===== src/rtl/sqrt_range_reduce_if.sv =====
// Handshake and data bundle between the log stage, the sqrt range reducer and the sqrt polynomial stage.
// Latency: none, wires only. Backpressure: carries the valid/ready pairs for both sides.
// Both modports are included: master is the upstream/downstream environment, slave is the reducer.
interface sqrt_range_reduce_if;
    logic [30:0] e_i;
    logic        valid_i;
    logic        ready_o;
    logic [30:0] x_f;
    logic        polysel;
    logic [4:0]  exp_f;
    logic        zero_o;
    logic        valid_o;
    logic        ready_i;

    modport master (
        output e_i, valid_i, ready_i,
        input  ready_o, x_f, polysel, exp_f, zero_o, valid_o
    );

    modport slave (
        input  e_i, valid_i, ready_i,
        output ready_o, x_f, polysel, exp_f, zero_o, valid_o
    );
endinterface


===== src/rtl/sqrt_range_reduce.sv =====
// Range-reduces UQ7.24 e into mantissa fraction, table select and halved exponent for sqrt.
// Latency 2 cycles; full-throughput valid/ready, S2 holds under backpressure. Option: SQRT_RR_ZERO_DET_EN.
module sqrt_range_reduce (
    input  logic               clk,
    input  logic               rst_n,
    sqrt_range_reduce_if.slave bus
);
    logic        s1_vld;
    logic [30:0] s1_e;
    logic [4:0]  s1_p;
    logic        s2_vld;
    logic [30:0] s2_x_f;
    logic        s2_polysel;
    logic [4:0]  s2_exp_f;
    logic        s2_zero;

    logic        s1_load;
    logic        s2_load;
    logic [4:0]  lead_p;
    logic [5:0]  exp_e;
    logic [30:0] x_next;
    logic        is_zero;

    // Leading-one position; an all-zero input falls out as p = 0, same as e = 1.
    always_comb begin
        lead_p = '0;
        for (int i = 0; i < 31; i++) begin
            if (bus.e_i[i]) lead_p = i[4:0];
        end
    end

    assign s2_load     = s1_vld && (!s2_vld || bus.ready_i);
    assign bus.ready_o = !s1_vld || s2_load;
    assign s1_load     = bus.valid_i && bus.ready_o;

    // exp_e = p - 24; the parity of exp_e equals p[0], and an arithmetic
    // halving (drop the LSB) gives floor(exp_e/2) for both parities.
    assign exp_e  = {1'b0, s1_p} - 6'd24;
    assign x_next = s1_e << (5'd31 - s1_p);

`ifdef SQRT_RR_ZERO_DET_EN
    assign is_zero = (s1_e == 31'd0);
`else
    assign is_zero = 1'b0;
`endif

    always_ff @(posedge clk or negedge rst_n) begin
        if (!rst_n) begin
            s1_vld <= 1'b0;
            s1_e   <= '0;
            s1_p   <= '0;
        end else if (s1_load) begin
            s1_vld <= 1'b1;
            s1_e   <= bus.e_i;
            s1_p   <= lead_p;
        end else if (s2_load) begin
            s1_vld <= 1'b0;
        end
    end

    always_ff @(posedge clk or negedge rst_n) begin
        if (!rst_n) begin
            s2_vld     <= 1'b0;
            s2_x_f     <= '0;
            s2_polysel <= 1'b1;
            s2_exp_f   <= '0;
            s2_zero    <= 1'b0;
        end else if (s2_load) begin
            s2_vld <= 1'b1;
            if (is_zero) begin
                s2_x_f     <= '0;
                s2_polysel <= 1'b1;
                s2_exp_f   <= '0;
                s2_zero    <= 1'b1;
            end else begin
                s2_x_f     <= x_next;
                s2_polysel <= ~exp_e[0];
                s2_exp_f   <= exp_e[5:1];
                s2_zero    <= 1'b0;
            end
        end else if (bus.ready_i) begin
            s2_vld <= 1'b0;
        end
    end

    assign bus.valid_o = s2_vld;
    assign bus.x_f     = s2_x_f;
    assign bus.polysel = s2_polysel;
    assign bus.exp_f   = s2_exp_f;
    assign bus.zero_o  = s2_zero;
endmodule

===== src/flat_wrapper.sv =====
// flat-port wrapper written by rule: the top's interface ports become plain ports
module sqrt_range_reduce_flat 
  (clk, rst_n, bus_e_i, bus_valid_i, bus_ready_i, bus_ready_o, bus_x_f, bus_polysel, bus_exp_f, bus_zero_o, bus_valid_o);
  sqrt_range_reduce_if bus_i ();
  input  logic clk;
  input  logic rst_n;
  input wire logic [$bits(bus_i.e_i)-1:0] bus_e_i;
  input wire logic [$bits(bus_i.valid_i)-1:0] bus_valid_i;
  input wire logic [$bits(bus_i.ready_i)-1:0] bus_ready_i;
  output wire logic [$bits(bus_i.ready_o)-1:0] bus_ready_o;
  output wire logic [$bits(bus_i.x_f)-1:0] bus_x_f;
  output wire logic [$bits(bus_i.polysel)-1:0] bus_polysel;
  output wire logic [$bits(bus_i.exp_f)-1:0] bus_exp_f;
  output wire logic [$bits(bus_i.zero_o)-1:0] bus_zero_o;
  output wire logic [$bits(bus_i.valid_o)-1:0] bus_valid_o;
  assign bus_i.e_i = bus_e_i;
  assign bus_i.valid_i = bus_valid_i;
  assign bus_i.ready_i = bus_ready_i;
  assign bus_ready_o = bus_i.ready_o;
  assign bus_x_f = bus_i.x_f;
  assign bus_polysel = bus_i.polysel;
  assign bus_exp_f = bus_i.exp_f;
  assign bus_zero_o = bus_i.zero_o;
  assign bus_valid_o = bus_i.valid_o;
  sqrt_range_reduce u_core (.clk(clk), .rst_n(rst_n), .bus(bus_i));
endmodule

===== config.mk =====
export PLATFORM = sky130hd
export DESIGN_NAME = sqrt_range_reduce_flat
export DESIGN_NICKNAME = d
export VERILOG_FILES = /design/src/rtl/sqrt_range_reduce_if.sv /design/src/rtl/sqrt_range_reduce.sv /design/src/flat_wrapper.sv
export SDC_FILE = /design/constraint.sdc
export NUM_CORES = 1
export LEC_CHECK = 0
export BUFFER_PORTS_ARGS = -buffer_cell sky130_fd_sc_hd__buf_2
export CELL_PAD_IN_SITES_DETAIL_PLACEMENT = 0
export CELL_PAD_IN_SITES_GLOBAL_PLACEMENT = 2
export CORE_MARGIN = 4
export CORE_UTILIZATION = 35
export DETAILED_ROUTE_END_ITERATION = 16
export GPL_TIMING_DRIVEN = 0
export PLACE_DENSITY = 0.85
export SETUP_SLACK_MARGIN = 0.02
export SYNTH_ARGS = -nofsm -noshare
export SYNTH_HDL_FRONTEND = slang
export SYNTH_SLANG_ARGS = --single-unit

===== constraint.sdc =====
create_clock -name clk -period 2.3 [get_ports clk]
set_clock_uncertainty 0.2 [all_clocks]
set_input_delay 0.575 -clock clk [delete_from_list [all_inputs] [get_ports clk]]
set_output_delay 0.575 -clock clk [all_outputs]
set_load 0.01 [all_outputs]

# == After elaboration in Yosys (flattened, before gate mapping) ==
# Cells that the tools add are included.
# totals
out_inout_bits,40
regBits,75
elab_cells,53
in_bits,35
# classes
n_reduce_logical,8
n_bitwise,1
muxes,34
addsub,2
shifts,1
# op_table
cell,count
two-way mux 5 bit,29
left shift 31 x 5 -> 31 bit,1
subtractor 5 x 5 -> 6 bit (second input constant),1
two-way mux 1 bit,5
subtractor 5 bit (first input constant),1
nonzero test 2 bit,2
logical AND 1 bit,2
zero test 1 bit,2
logical OR 1 bit,2
NOT 1 bit,1

# == Depth between registers and ports, before layout ==
# depth
word_depth,30
depth_mapped,9
mapped_depth_nobuf,6

# == Worst setup path after synthesis ==
# Ideal clock, no wire load.
# synth_timing
path_type,flip-flop to flip-flop
startpoint,register u_core.s1_p[0]
endpoint,register u_core.s2_x_f[26] (netlist: u_core.bus.x_f[26])
required_ps,1974
setup_slack_ps,254
stages_incl_launch_ff,8
t_arrival_ps,1720
setup_time_ps,126
period_less_slack_ps,2046
path_buffers,2
path_cell_list,dfrtp_1 -> buf_6 -> buf_12 -> mux4_2 -> nand2_1 -> o21ai_1 -> a32o_1 -> a221o_1
# synth_between
elab_chain_cells,2
# synth_rtl
element,line,rtl
from (decl),sqrt_range_reduce.sv:10,logic [4:0] s1_p;
from (signal assigned),sqrt_range_reduce.sv:55,s1_p <= lead_p;
subtractor 5 bit,sqrt_range_reduce.sv:39,assign x_next = s1_e << (5'd31 - s1_p);
left shift 31 x 5 -> 31 bit,sqrt_range_reduce.sv:39,
to (signal assigned),sqrt_range_reduce.sv:76,s2_x_f <= x_next;
to (decl),sqrt_range_reduce.sv:12,logic [30:0] s2_x_f;
# Every way passes these cells.
# A chain may end at the register's enable or synchronous reset.

# == Worst setup path after layout ==
# layout_timing
startpoint,register u_core.s1_p[0]
endpoint,register u_core.s2_x_f[24] (netlist: u_core.bus.x_f[24])
# Same word-level chain as after synthesis.

==> impl_metrics.csv <==
group,metric,value,unit
status,status,"complete, no violations",
critical_path,path_cells,"buf_6, buf_4, mux4_2, nor2b_1, a31o_2, o21ai_0, o221ai_1",
sta,setup_viol,0,
drt,vias_per_cell,5.416,
drt,routed_wl,14650,µm
clock_tree,cts_made_buffers,9,
die,fp.coreArea,12770,µm²
yosys,synth.yosys.seq_area_share,40.67,%
power_and_ir_drop,p_switching,1.675,mW
place,port_buffers,73,
die,row_count,41,
power_and_ir_drop,switching_share,35.15,%
sta,max_freq,446.4,MHz
yosys,ys.flop_type,"dfrtp_1",
yosys,yosys.area.top_type,"dfrtp_1",
critical_path,crit_type,"flip-flop to flip-flop",
sta,holdWs,0.2263,ns
drt,post_drt_wl_per_cell,19.06,µm
drt,dr.pass1.iters,5,
yosys,synth-edff-count,0,
die,die_x,122.9,µm
layout,antenna_cells,0,
die,ioPinCount,75,
global_route,grt.total_usage,20.08,%
place,gp_congestion,0.9094,
yosys,synth_cell_type_count,50,
layout,synthToLayoutAreaGrowth,22.49,%
global_route,antenna_found_initial,0,
critical_path,worstSetupStartpointType,"flip-flop",
power_and_ir_drop,p_comb_share,34.8,%
layout,drive_gt1_share,26.80,%
layout,final_nets,628,
sta,slew_violations,0,
critical_path,crit-reg2reg-launch,"u_core.s1_p[0]$_DFFE_PN0P_",
layout,fin_area,5657,µm²
sta,fin_crit_sh,97.40,%
worst_hold_path,hold_class,"primary input to flip-flop",
sta,grt_setup_unrepaired,"yes",
yosys,synth.top_cell.area_share,40.10,%
clock_tree,cts-root-buf,"clkbuf_16",
power_and_ir_drop,internal_power,3.091,mW
power_and_ir_drop,power.share.sequential,37.4,%
place,dp_hpwl,11370,µm
critical_path,cpMaxStageDelayCell,"mux4_2",
clock_tree,clockBufferDepth,2,
global_route,grt_pass1_vias,4020,
job,maxCapViolCount,0,
place,post_dp_cell_area,5221,µm²
sta,finalCriticalPeriod,2.240,ns
critical_path,r2r_cells,7,
critical_path,crit_path_start,"u_core.s1_p[0]$_DFFE_PN0P_",
yosys,synth_warnings,0,
drt,drt_iter0_markers,325,
sta,relSlewSlack,64.28,%
yosys,postSynthAreaPerCell,9.236,µm²
critical_path,worst_r2r_endpoint,"u_core.bus.x_f[24]$_DFFE_PN0P_",
yosys,synth_seq_cells,75,
global_route,overflow,0,
yosys,synth_nets,536,
critical_path,worstPathArrival,2.24,ns
die,start_util,36.15,%
power_and_ir_drop,power_density,842.5,nW/µm²
yosys,ys_async_sr_fraction,100.0,%
power_and_ir_drop,p_leak,2.610,nW
critical_path,cp.required,2.30,ns
clock_tree,h-tree-depth,3,
critical_path,reg2reg_slack,0.06,ns
power_and_ir_drop,clock_power_share,27.8,%
yosys,synthCells,500,
clock_tree,cts_tree,"built",
yosys,syn_area,4618,µm²
critical_path,critPathCaptureType,"flip-flop",
drt,ant_nets,0,
clock_tree,clk_latency,0.35,ns
yosys,yosys-top-cells-area,"dfrtp_1 (40%), nand2_1 (12%), mux4_2 (12%)",
clock_tree,path_clk_slew,0.06,ns
critical_path,worstPathMaxFanout,8,
drt,drc,0,
global_route,grt_pass1_wl,22980,µm
critical_path,endpoint,"u_core.bus.x_f[24]$_DFFE_PN0P_",
sta,tightest_slew,0.5339,ns
clock_tree,cts_num_sinks,75,
sta,hold_viol,0,
critical_path,cpPeakStageDelay,0.52,ns
global_route,grt_max_degree,45,
die,chipHeight,122.9,µm
die,dieArea,15100,µm²
drt,vias,4165,
power_and_ir_drop,max-vdd-ir-drop,0.0003478,V
## cells by family (layout without fill, tap and decap cells)
logic type                 after synthesis  count (layout)  share of synthesized area (%)
DFF                                     75              75                          40.67
other                                    1               1                        0.08120
muxes                                   59              59                          20.59
adders and majority gates                1               1                         0.2709
buffers and inverters                   44             141                          5.012
AOI/OAI and AO/OA                      106             106                          14.28
and+or+nand+nor                        214             214                          19.10
## how the worst min path moves through the flow
| stage | from | endpoint | cells after the start |
|---|---|---|---|
| CTS | bus_e_i[0] | u_core.s1_e[0]$_DFFE_PN0P_ | 3 |
| finish | bus_e_i[0] | u_core.s1_e[0]$_DFFE_PN0P_ | 3 |
| floorplan | rst_n | u_core.bus.exp_f[0]$_DFFE_PN0P_ | 0 |
| global route | bus_e_i[1] | u_core.s1_e[1]$_DFFE_PN0P_ | 3 |
| detailed placement | u_core.bus.exp_f[4]$_DFFE_PN0P_ | u_core.bus.exp_f[4]$_DFFE_PN0P_ | 2 |
| global placement | u_core.bus.exp_f[4]$_DFFE_PN0P_ | u_core.bus.exp_f[4]$_DFFE_PN0P_ | 2 |
## area by class of cell
type,count,area (µm²)
Multi-Input combinational cell,381,2556
Sequential cell,75,1878
Clock buffer,12,246.5
Inverter,11,45.04
Buffer,33,211.5
Clock inverter,4,26.28
Timing Repair Buffer,81,478.0
Fill cell,1299,7117
Tap cell,172,215.2
## repair_timing
item | CTS | global route
gates resized for setup | 5 | 26
hold buffers | 1 | 0
endpoints found under the setup margin | 10 | 19
pin swaps | 0 | 1
setup buffers | 0 | 4
cloned | 0 | 2
hold endpoints to repair | 30 | 0
## sequential cells by signal (all words and copies together) (netlist names)
signal	flops
u_core.bus.exp_f	5
u_core.bus.polysel	1
u_core.bus.valid_o	1
u_core.bus.x_f	31
u_core.s1_e	31
u_core.s1_p	5
u_core.s1_vld	1
## routing by layer
layer  routed length, µm  up-vias  track usage [%]
li1                    -     1960                -
met1                6795     2020            27.60
met2                6680      161            31.53
met3                 802       24            3.134
met4                 377        0            8.467
met5                   0        -                0
## cell usage in the layout, fill, tap and decap left out, types with 4 or more instances in the layout
| cell | Yosys | routed |
|---|---|---|
| buf_2 | 7 | 76 |
| a21oi_1 | 21 | 21 |
| nor3_1 | 9 | 9 |
| clkbuf_16 | 0 | 11 |
| nand2b_1 | 4 | 4 |
| mux2_2 | 6 | 6 |
| nor4_1 | 7 | 7 |
| clkbuf_1 | 14 | 15 |
| nor2_1 | 32 | 31 |
| o21ai_0 | 43 | 36 |
| mux2i_1 | 25 | 19 |
| mux2i_2 | 1 | 5 |
| inv_1 | 9 | 9 |
| dfrtp_1 | 74 | 74 |
| o21ai_1 | 3 | 8 |
| nand3_1 | 5 | 5 |
| mux4_2 | 24 | 26 |
| nand2_1 | 146 | 146 |
| buf_4 | 3 | 9 |
## power by group through the flow
stage	Clock [mW]	Combinational [mW]	Sequential, mW
final	1.33	1.66	1.78
after global routing	1.40	1.80	1.82
after CTS	1.34	1.57	1.78
after detailed placement	0	1.55	1.80
after global placement	0	1.54	1.79
after floorplan	0	0.921	1.83
## critical path, delay by kind of cell (launching register included)
family,cells,cell delay [ns]
compound gates,3,0.59
buf+inv,2,0.29
flops,1,0.34
mux,1,0.52
simple gates,1,0.15
## synth_stat cells, drive strengths merged, types with 3 or more instances
library cell  instances
nand3                 5
o211ai                3
clkbuf               14
a22oi                 3
mux2i                26
dfrtp                74
inv                   9
nor2                 32
nor3                  9
nand2               146
o221ai                3
a221o                 3
o22a                  3
nor4                  7
a32o                  3
a211oi                4
a21oi                21
nand2b                4
mux2                  6
buf                  19
mux4                 27
o21ai                47
o21a                  3
and2                  3
o21bai                3
## metrics by stage
stage                     std cells  setup WS [ns]  setup TNS, ns  power, mW  util (%)
after CTS                       763        0.02377              0      4.687     43.18
after detailed placement        746        -0.2436         -2.153      3.355     40.88
after global routing            769       -0.02642       -0.02642      5.021     44.28
after global placement          745        -0.2297         -3.078      3.325     40.70
final                           769        0.05980              0      4.766     44.28
after floorplan                 500         0.2537              0      2.753         -
Note: power is estimated with default switching activity, not from simulation.
